### src/rtl/interleaver_seq.sv
// Sequenced clash-free interleaver address generator: walks C = D*fo cycles per pass,
// emitting one bank-local index per lane, with optional seed/stride rotation and valid/ready.
module interleaver_seq #(
  parameter  int p  = 64,
  parameter  int fo = 8,
  parameter  int z  = 8,
  localparam int D  = p / z,
  localparam int LD = (p == z) ? 1 : $clog2(p / z),
  localparam int LC = (p * fo == z) ? 1 : $clog2(p * fo / z),
  localparam int LP = $clog2(p)
) (
  input  logic            clk,
  input  logic            reset,
  input  logic            start,
  input  logic            mode,
  input  logic [LD-1:0]   seed,
  input  logic [LD-1:0]   stride,
  input  logic            ready,
  output logic            busy,
  output logic            valid,
  output logic            last,
  output logic [LC-1:0]   cycle_index,
  output logic [z*LP-1:0] memory_index
);

  localparam int C     = D * fo;
  localparam int LOG_D = $clog2(D);

  typedef enum logic {S_IDLE, S_RUN} state_t;

  state_t        r_state;
  state_t        w_next;
  logic [LC-1:0] r_c;
  logic          r_mode;
  logic [LD-1:0] r_seed;
  logic [LD-1:0] r_stride;

  logic          w_run;
  logic          w_accept;
  logic          w_final;
  logic [LC-1:0] w_sweep;
  logic [LD-1:0] w_base;
  logic [LD-1:0] w_lane_a [z];

  assign w_run    = (r_state == S_RUN);
  assign w_accept = w_run && ready;
  assign w_final  = (r_c == LC'(C - 1));

  // NOTE: sequential state uses non-blocking assignments so every flop samples pre-edge values.
  always_ff @(posedge clk or negedge reset) begin
    if (!reset) r_state <= S_IDLE;
    else        r_state <= w_next;
  end

  always_comb begin
    w_next = r_state;
    case (r_state)
      S_IDLE:  if (start) w_next = S_RUN;
      S_RUN:   if (w_accept && w_final) w_next = S_IDLE;
      default: w_next = S_IDLE;
    endcase
  end

  // Pass configuration is captured only on an accepted start, so a mid-pass start is inert.
  always_ff @(posedge clk or negedge reset) begin
    if (!reset) begin
      r_c      <= '0;
      r_mode   <= 1'b0;
      r_seed   <= '0;
      r_stride <= '0;
    end else if (!w_run && start) begin
      r_c      <= '0;
      r_mode   <= mode;
      r_seed   <= seed;
      r_stride <= stride;
    end else if (w_accept) begin
      r_c <= w_final ? '0 : r_c + 1'b1;
    end
  end

  // NOTE: every combinational output gets a default first, so no path can infer a latch.
  always_comb begin
    w_sweep = r_c >> LOG_D;
    w_base  = LD'(r_c) + LD'(LD'(w_sweep) * r_stride) + r_seed;
    for (int i = 0; i < z; i++) begin
      w_lane_a[i] = r_mode ? w_base + LD'(i) : LD'(r_c);
      if (D == 1) w_lane_a[i] = '0;
    end
  end

  // Lane i only ever addresses bank i, so a beat can never clash on a bank.
  always_comb begin
    busy         = w_run;
    valid        = w_run;
    last         = w_run && w_final;
    cycle_index  = r_c;
    memory_index = '0;
    for (int i = 0; i < z; i++) begin
      if (w_run) memory_index[i*LP +: LP] = LP'(i * D) + LP'(w_lane_a[i]);
    end
  end

endmodule
### config.mk
export PLATFORM = sky130hd
export DESIGN_NAME = interleaver_seq
export DESIGN_NICKNAME = d
export VERILOG_FILES = /design/src/rtl/interleaver_seq.sv
export SDC_FILE = /design/constraint.sdc
export NUM_CORES = 1
export LEC_CHECK = 0
export BUFFER_PORTS_ARGS = -buffer_cell sky130_fd_sc_hd__buf_2
export CORE_UTILIZATION = 47
export CTS_BUF_LIST = sky130_fd_sc_hd__clkbuf_4 sky130_fd_sc_hd__clkbuf_8
export CTS_CLUSTER_SIZE = 24
export DETAILED_ROUTE_END_ITERATION = 6
export GPL_ROUTABILITY_DRIVEN = 1
export PLACE_DENSITY = 0.91
export SLEW_MARGIN = 20
export SYNTH_ARGS = -nofsm -noshare
export SYNTH_HDL_FRONTEND = slang
export SYNTH_SLANG_ARGS = --single-unit
### constraint.sdc
create_clock -name clk -period 6.3 [get_ports clk]
set_input_delay 0.945 -clock clk [delete_from_list [all_inputs] [get_ports clk]]
set_output_delay 0.945 -clock clk [all_outputs]
set_load 0.05 [all_outputs]
==> results of run 1 <==
[synthesized netlist by cell type (3+ instances only)]
cell type  count
and2_1         6
ha_1           9
buf_4         35
inv_1          7
o21ba_1        4
clkbuf_1       4
mux2_2         4
nand3_1        3
o21ai_1        6
nand2_1       16
a21oi_1        7
o21ai_0        6
a21boi_0       6
xnor3_1        6
dfrtp_1       14
[path summary, 6_finish.rpt]
path / start / end / slack (ps) / cells after the start
min in group asynchronous: reset / cycle_index[5] / 540 / 1
max in group asynchronous: reset / r_seed[1] / 5510 / 1
max: cycle_index[3] / memory_index[44] / 1560 / 13
min reg2reg: r_seed[0] / r_seed[0] / 520 / 1
max reg2reg: busy / cycle_index[4] / 4290 / 4
min: r_seed[0] / r_seed[0] / 520 / 1
[cells by family after synthesis]
logic type,after synthesis,share of synthesized area (%)
buf+inv,48,21.3
simple gates,34,11.1
compound gates,31,13.4
flops,14,23.8
xor+xnor,13,16.7
fa+ha+maj,10,9.01
mux,6,4.59
other cells,1,0.255
[layer usage]
layer  global-route usage, %  wire length, um  up-vias
li1                        -                -      533
met1                    21.4             1240      518
met2                    31.7             1490       42
met3                    3.35              119        2
met4                    4.08                8        0
met5                       0                0        -
[layout make-up]
| type | count | area (um^2) | area share, % |
|---|---|---|---|
| inverters | 7 | 26.3 | 1.67 |
| clock buffers | 4 | 36.3 | 2.30 |
| well taps | 31 | 38.8 | 2.46 |
| flip-flops and latches | 14 | 350 | 22.2 |
| multi-input cells | 106 | 850 | 53.9 |
| repair buffers | 55 | 275 | 17.5 |
[critical path, stage by stage (launching register included)]
cell and delay (ps):
dfrtp_1 470, and2_1 210, ha_1 270, ha_1 270
inv_1 50, fa_1 490, inv_1 40, ha_1 340
inv_1 110, ha_1 210, xnor3_1 370, xor3_1 240
a21oi_1 140, buf_2 280
[per-stage QoR]
stage / setup slack, ps / util, %
final: 1560 / 55.3
after global routing: 1430 / 55.3
after detailed placement: 1880 / 54.0
after global placement: 2030 / 54.0
after CTS: 1570 / 55.3
after floorplan: 1160 / -
[state kept, by name (all words and copies together) (netlist names)]
register,flops
busy,1
r_stride,3
cycle_index,6
r_seed,3
r_mode,1
==> results.cfg, run 1 <==
[timing]
period_share_pct = 75.2
final_hold_viol_count = 0
fin_crit_ps = 4740
timing.setup.tns_ps = 0
final_max_slew_viol_count = 0
rsz0062_at_grt = false
skew_ps = 10.1
fmaxAchievable_mhz = 211
worst_slew_pin_slew_ps = 810
hold_slack_ps = 519
slew_headroom_pct = 45.9
finalSetupViolCount = 0

[clock_network]
insertion_delay_ps = 290
clockBufferDepth = 2
ctsResizeCount = 0
post-cts-setup-buffers = 0
numCtsBuffers = 3
cts.reportedPaths.clkPinSlew_ps = 90
cts_htree_levels = 1
root_buffer = clkbuf_4
ctsHoldBuffers = 0
cts_sinks = 14
cts_tree = built

[cells_and_area]
syn_to_final_growth_pct = 7.14
final_nets = 208
final_common_cell = buf_2
fill_cells = 255
design_area_um2 = 1580
drive_gt1_share_pct = 35.5
stdcell_count = 217
antenna_cells = 0
final_cell_mix = buf_2 (55), nand2_1 (16), dfrtp_1 (14), conb_1 (12), ha_1 (9)

[die]
die-area_um2 = 3360
row_count = 19
die_h_um = 58.0
coreArea_um2 = 2850
fp.dieW_um = 58.0
ios = 68
start_util_pct = 51.6

[placed_design]
dp_hpwl_um = 2210
place_area_um2 = 1540
placedCellCount = 213
port_buffers = 55
gp_congestion = 0.925

[drt]
wl_per_cell_um = 13.2
vias = 1095
routed_wl_um = 2860
drt_pre_antenna_iters = 6
drc = 1
via_per_inst = 5.05
antenna_left = 0
initialDrtViolationCount = 35

[critical_path]
cp.required_ps = 5350
critical_path_peak_fanout = 9
worstPathArrival_ps = 3790
end_kind = primary output
start_kind = register
worstSetupPathType = register to primary output

[synth]
syn_area_um2 = 1470
synth_ff_type = dfrtp_1
async_flop_share_pct = 100
postSynthCellCount = 157
synth_top_area_cell = dfrtp_1
yosysSeqAreaShare_pct = 23.8
syn_area_per_cell_um2 = 9.37
ys_types = 34
ys_top_cells_by_area = dfrtp_1 (24%), buf_4 (18%), xnor3_1 (9.2%)
synth_edf_count = 0
synth_top_area_share_pct = 23.8
ys_ff_latch = 14
ys_warn_count = 0

[grt]
grt_pass1_wl_um = 4450
grt_max_degree = 33
track_usage_pct = 17.5
antenna_found_initial = 0
overflow = 0
grt_pass1_vias = 974

[job]
cap_violations = 0

[outcome]
violations = design-rule violations
status = finished, violations left

[worst_hold_path]
hold_path_class = register to register
Power of run 1 is left out: the tool's default activity adds up to more than one toggle a clock period on the data nets, which glitch-free logic cannot reach.
==> inputs of run 2 (changes only) <==
CORE_UTILIZATION = 44   (was 47)
PLACE_DENSITY = 0.9   (was 0.91)
clock period = 4.1 ns   (was 6.3 ns; I/O delays follow)
==> run 2 against run 1 <==
  * The flow now finishes without violations
  * Core utilization rose by 1.5 points
  * Sequential cell count did not move
  * Final area rose by 12%
  * Non-clock buffer count rose by 7
  * First-iteration DRC count rose by 43%
  * Global-route usage rose by 0.56 points
  * Worst hold slack got worse by 310 ps
  * Sequential share of layout area fell by 2.2 points
  * Largest cell class unchanged
==> results.cfg, run 2 (synthesis gave the netlist of run 1 again) <==
[cells_and_area]
seq_area_um2 = 353
final_nets = 215
stdcell_count = 237
drive_gt1_share_pct = 45.6
syn_to_final_growth_pct = 19.7
fill_cells = 279
design_area_um2 = 1760
final_cell_mix = buf_2 (48), nand2_1 (16), conb_1 (12), dfrtp_1 (12), buf_4 (9)
multi_input_area_um2 = 925
antenna_cells = 0
final_common_cell = buf_2
largest_reg_flops = 6

[timing]
setup_ws_ps = 78.9
rsz0062_at_grt = true
slew_headroom_pct = 36.8
finalSetupViolCount = 0
fin_crit_ps = 4020
final_hold_viol_count = 0
final_max_slew_viol_count = 0
fmaxAchievable_mhz = 249
period_share_pct = 98.1
skew_ps = 2.61
hold_slack_ps = 207
worst_slew_pin_slew_ps = 939

[drt]
drc = 0
wl_per_cell_um = 13.4
initialDrtViolationCount = 50
antenna_left = 0
routed_wl_um = 3190
drt_pre_antenna_iters = 4
vias = 1129
via_per_inst = 4.76

[die]
ios = 68
die-area_um2 = 3580
coreArea_um2 = 3100
row_count = 20
start_util_pct = 47.4
die_h_um = 59.8
fp.dieW_um = 59.8

[placed_design]
dp_hpwl_um = 2360
pre_cts_ws_ps = 114
placedCellCount = 229
gp_congestion = 0.803
place_area_um2 = 1600
port_buffers = 55

[outcome]
status = finished clean

[clock_network]
cts.reportedPaths.clkPinSlew_ps = 90
numCtsBuffers = 3
cts_tree = built
cts_htree_levels = 1
clockBufferDepth = 2
insertion_delay_ps = 290
root_buffer = clkbuf_4
cts_sinks = 14

[critical_path]
cp_slowest_cell = fa_1
cp.required_ps = 3480
worstPathCellList = and2_4 > ha_4 > ha_4 > inv_2 > fa_1 > inv_2 > ha_4 > inv_4 > ha_4 > xnor3_1 > xor3_2 > a21oi_4 > buf_8
end_kind = primary output
critPathMostFrequentCell = ha_4
critical_path_peak_fanout = 4
worstPathArrival_ps = 3410
worstSetupPathType = register to primary output
path_delay_family = adder cells
cp_num_buf_inv = 4
start_kind = register
cpPeakStageDelay_ps = 490

[job]
cap_violations = 0

[grt]
overflow = 0
grt_max_degree = 33
grt_pass1_vias = 999
antenna_found_initial = 0
track_usage_pct = 18.1
grt_pass1_wl_um = 4750

[worst_hold_path]
hold_path_class = input port to asynchronous set/reset pin
-- run 2: cell count changes in the layout (fill, tap and decap cells not counted), moves of 3 or more --
cell      before  now
a21boi_0       6    3
buf_2         55   48
buf_4          0    9
buf_6          0    3
ha_1           9    5
ha_4           0    4
inv_1          7    4
-- run 2: worst register-to-register path, delay by kind of cell, from the launching register on --
kind | cells | cell delay [ps]
AOI/OAI and AO/OA | 3 | 520
DFF | 1 | 650
and+or+nand+nor | 1 | 750
-- run 2: final timing paths --
path	depth (start not counted)	endpoint	startpoint	slack [ps]
min in group clk	2	cycle_index[1]	start	510
worst max-delay path	13	memory_index[44]	cycle_index[3]	80
worst min-delay path	1	cycle_index[0]	reset	210
worst min register to register	1	r_seed[0]	r_seed[0]	520
max in group asynchronous	1	cycle_index[3]	reset	3630
worst max register to register	4	cycle_index[5]	busy	2070
-- run 2: per-stage QoR --
step                utilization (%)  TNS (ps)
detailed placement             51.6         0
floorplan                         -      -484
global placement               51.6         0
CTS                            54.0         0
global route                   56.8     -10.5
finish                         56.8         0
-- run 2: timing repair --
item                                    CTS  global route
resized for setup                        10            14
endpoints found under the setup margin    7             8
pin swaps                                 2            10
hold buffers                              0             0
setup buffers                             0             4
-- run 2: metal layers --
layer | vias up | GRT usage, % | wire length, um
met3 | 8 | 3.46 | 164
met4 | 0 | 5.32 | 87
met2 | 49 | 28.7 | 1560
met5 | - | 0 | 0
li1 | 548 | - | -
met1 | 524 | 24.8 | 1380
-- run 2: area by class of cell --
class | count | area share, %
clock buffers | 4 | 2.06
multi-input cells | 106 | 52.5
flip-flops and latches | 14 | 20.0
inverters | 7 | 1.63
repair buffers | 62 | 20.7
well taps | 44 | 3.12
Power of run 2 is left out for the same reason.
==> inputs of run 3 (changes only) <==
CORE_UTILIZATION = 47   (was 44)
PLACE_DENSITY = 0.91   (was 0.9)
clock period = 4.5 ns   (was 4.1 ns; I/O delays follow)
==> run 3 against run 2 <==
  * The flow now finishes with violations (design-rule violations)
  * Critical endpoint is now memory_index[20]
  * Critical path depth is the same
  * Setup slack better by 110 ps
  * Sequential share of layout area up 2.2 points
  * Global-route usage decreased by 0.72 points
  * Core utilization is 1.1 points lower
  * Die area decreased by 6.2%
==> results.cfg, run 3 (synthesis gave the netlist of run 1 again) <==
[placed_design]
port_buffers = 55
dp_hpwl_um = 2200
gp_congestion = 0.888

[cells_and_area]
final_nets = 208
largest_reg_flops = 6
antenna_cells = 0
syn_to_final_growth_pct = 7.91
final_common_cell = buf_2
drive_gt1_share_pct = 37.8
final_cell_mix = buf_2 (54), nand2_1 (16), conb_1 (12), dfrtp_1 (12), ha_1 (8)

[timing]
final_max_slew_viol_count = 0
worst_slew_pin_slew_ps = 793
fmaxAchievable_mhz = 232
final_hold_viol_count = 0
fin_crit_ps = 4310
slew_headroom_pct = 46.6
period_share_pct = 95.8
skew_ps = 6.02
rsz0062_at_grt = false
finalSetupViolCount = 0
timing.setup.tns_ps = 0

[die]
coreArea_um2 = 2850
row_count = 19
fp.dieW_um = 58.0
die-area_um2 = 3360
ios = 68
start_util_pct = 51.6
die_h_um = 58.0

[drt]
initialDrtViolationCount = 35
drc = 2
antenna_left = 0
vias = 1113
via_per_inst = 5.15
drt_pre_antenna_iters = 7
routed_wl_um = 2840
wl_per_cell_um = 13.2

[critical_path]
start_kind = register
worstSetupPathType = register to primary output
r2r-end = cycle_index[3]
worstPathArrival_ps = 3640
r2r_start = busy
critical_path_peak_fanout = 7
rr_worst_depth = 4
cp.required_ps = 3830
end_kind = primary output
rrSetupSlack_ps = 2450

[outcome]
violations = design-rule violations
status = finished, violations left

[grt]
overflow = 0
track_usage_pct = 17.3
grt_pass1_vias = 963
antenna_found_initial = 0
grt_max_degree = 33
grt_pass1_wl_um = 4450

[clock_network]
cts_htree_levels = 1
root_buffer = clkbuf_4
cts_tree = built
clockBufferDepth = 2
insertion_delay_ps = 280
numCtsBuffers = 3
cts.reportedPaths.clkPinSlew_ps = 80
cts_sinks = 14

[worst_hold_path]
hold_path_class = input port to asynchronous set/reset pin

[job]
cap_violations = 0
[run 3: cell count changes in the layout (fill, tap and decap cells not counted), sizes merged]
cell,delta
clkbuf,-2
buf,-6
[run 3: per-layer routing]
metal	GRT usage, %	share of wire, %
met4	3.40	0.53
met2	30.0	51
met3	3.35	5.8
met1	22.6	43
met5	0	0
[run 3: worst max-delay path by stage]
stage / startpoint / endpoint / slack, ps / depth (start not counted)
2_1_floorplan: cycle_index[3] / memory_index[31] / 50 / 11
4_1_cts: cycle_index[3] / memory_index[44] / 50 / 13
5_1_grt: cycle_index[3] / memory_index[20] / 30 / 13
6_report: cycle_index[4] / memory_index[20] / 190 / 13
3_5_place_dp: cycle_index[3] / memory_index[44] / 360 / 13
3_3_place_gp: cycle_index[4] / memory_index[44] / 490 / 13
[run 3: stage by stage]
step | worst slack [ps] | instance area (um^2) | util, % | hold slack, ps | instances
2_1_floorplan | 52.2 | 1520 | - | 379 | 168
3_3_place_gp | 486 | 1550 | 54.3 | 478 | 213
3_5_place_dp | 356 | 1550 | 54.3 | 486 | 213
4_1_cts | 46.5 | 1570 | 55.0 | 279 | 216
5_1_grt | 30.9 | 1590 | 55.7 | 297 | 216
6_report | 190 | 1590 | 55.7 | 280 | 216
[run 3: timing repair]
action                     in CTS  in global routing
setup buffers                   0                  0
hold buffers                    0                  0
setup endpoints to repair       0                  4
resized for setup               0                  5
[run 3: layout make-up]
type / count / area, um^2
Fill cell: 271 / 1260
Multi-Input combinational cell: 106 / 870
Sequential cell: 14 / 353
Timing Repair Buffer: 55 / 278
Tap cell: 31 / 38.8
Inverter: 7 / 26.3
Clock buffer: 3 / 22.5
[run 3: critical path, stage by stage, from the launching register on]
cell	delay, ps
dfrtp_2	450
and2_1	170
ha_1	290
ha_1	270
inv_1	50
fa_1	490
inv_1	60
ha_4	290
inv_1	80
ha_1	200
xnor3_1	360
xor3_1	250
o21ba_1	180
buf_2	200
Power of run 3 is left out for the same reason.
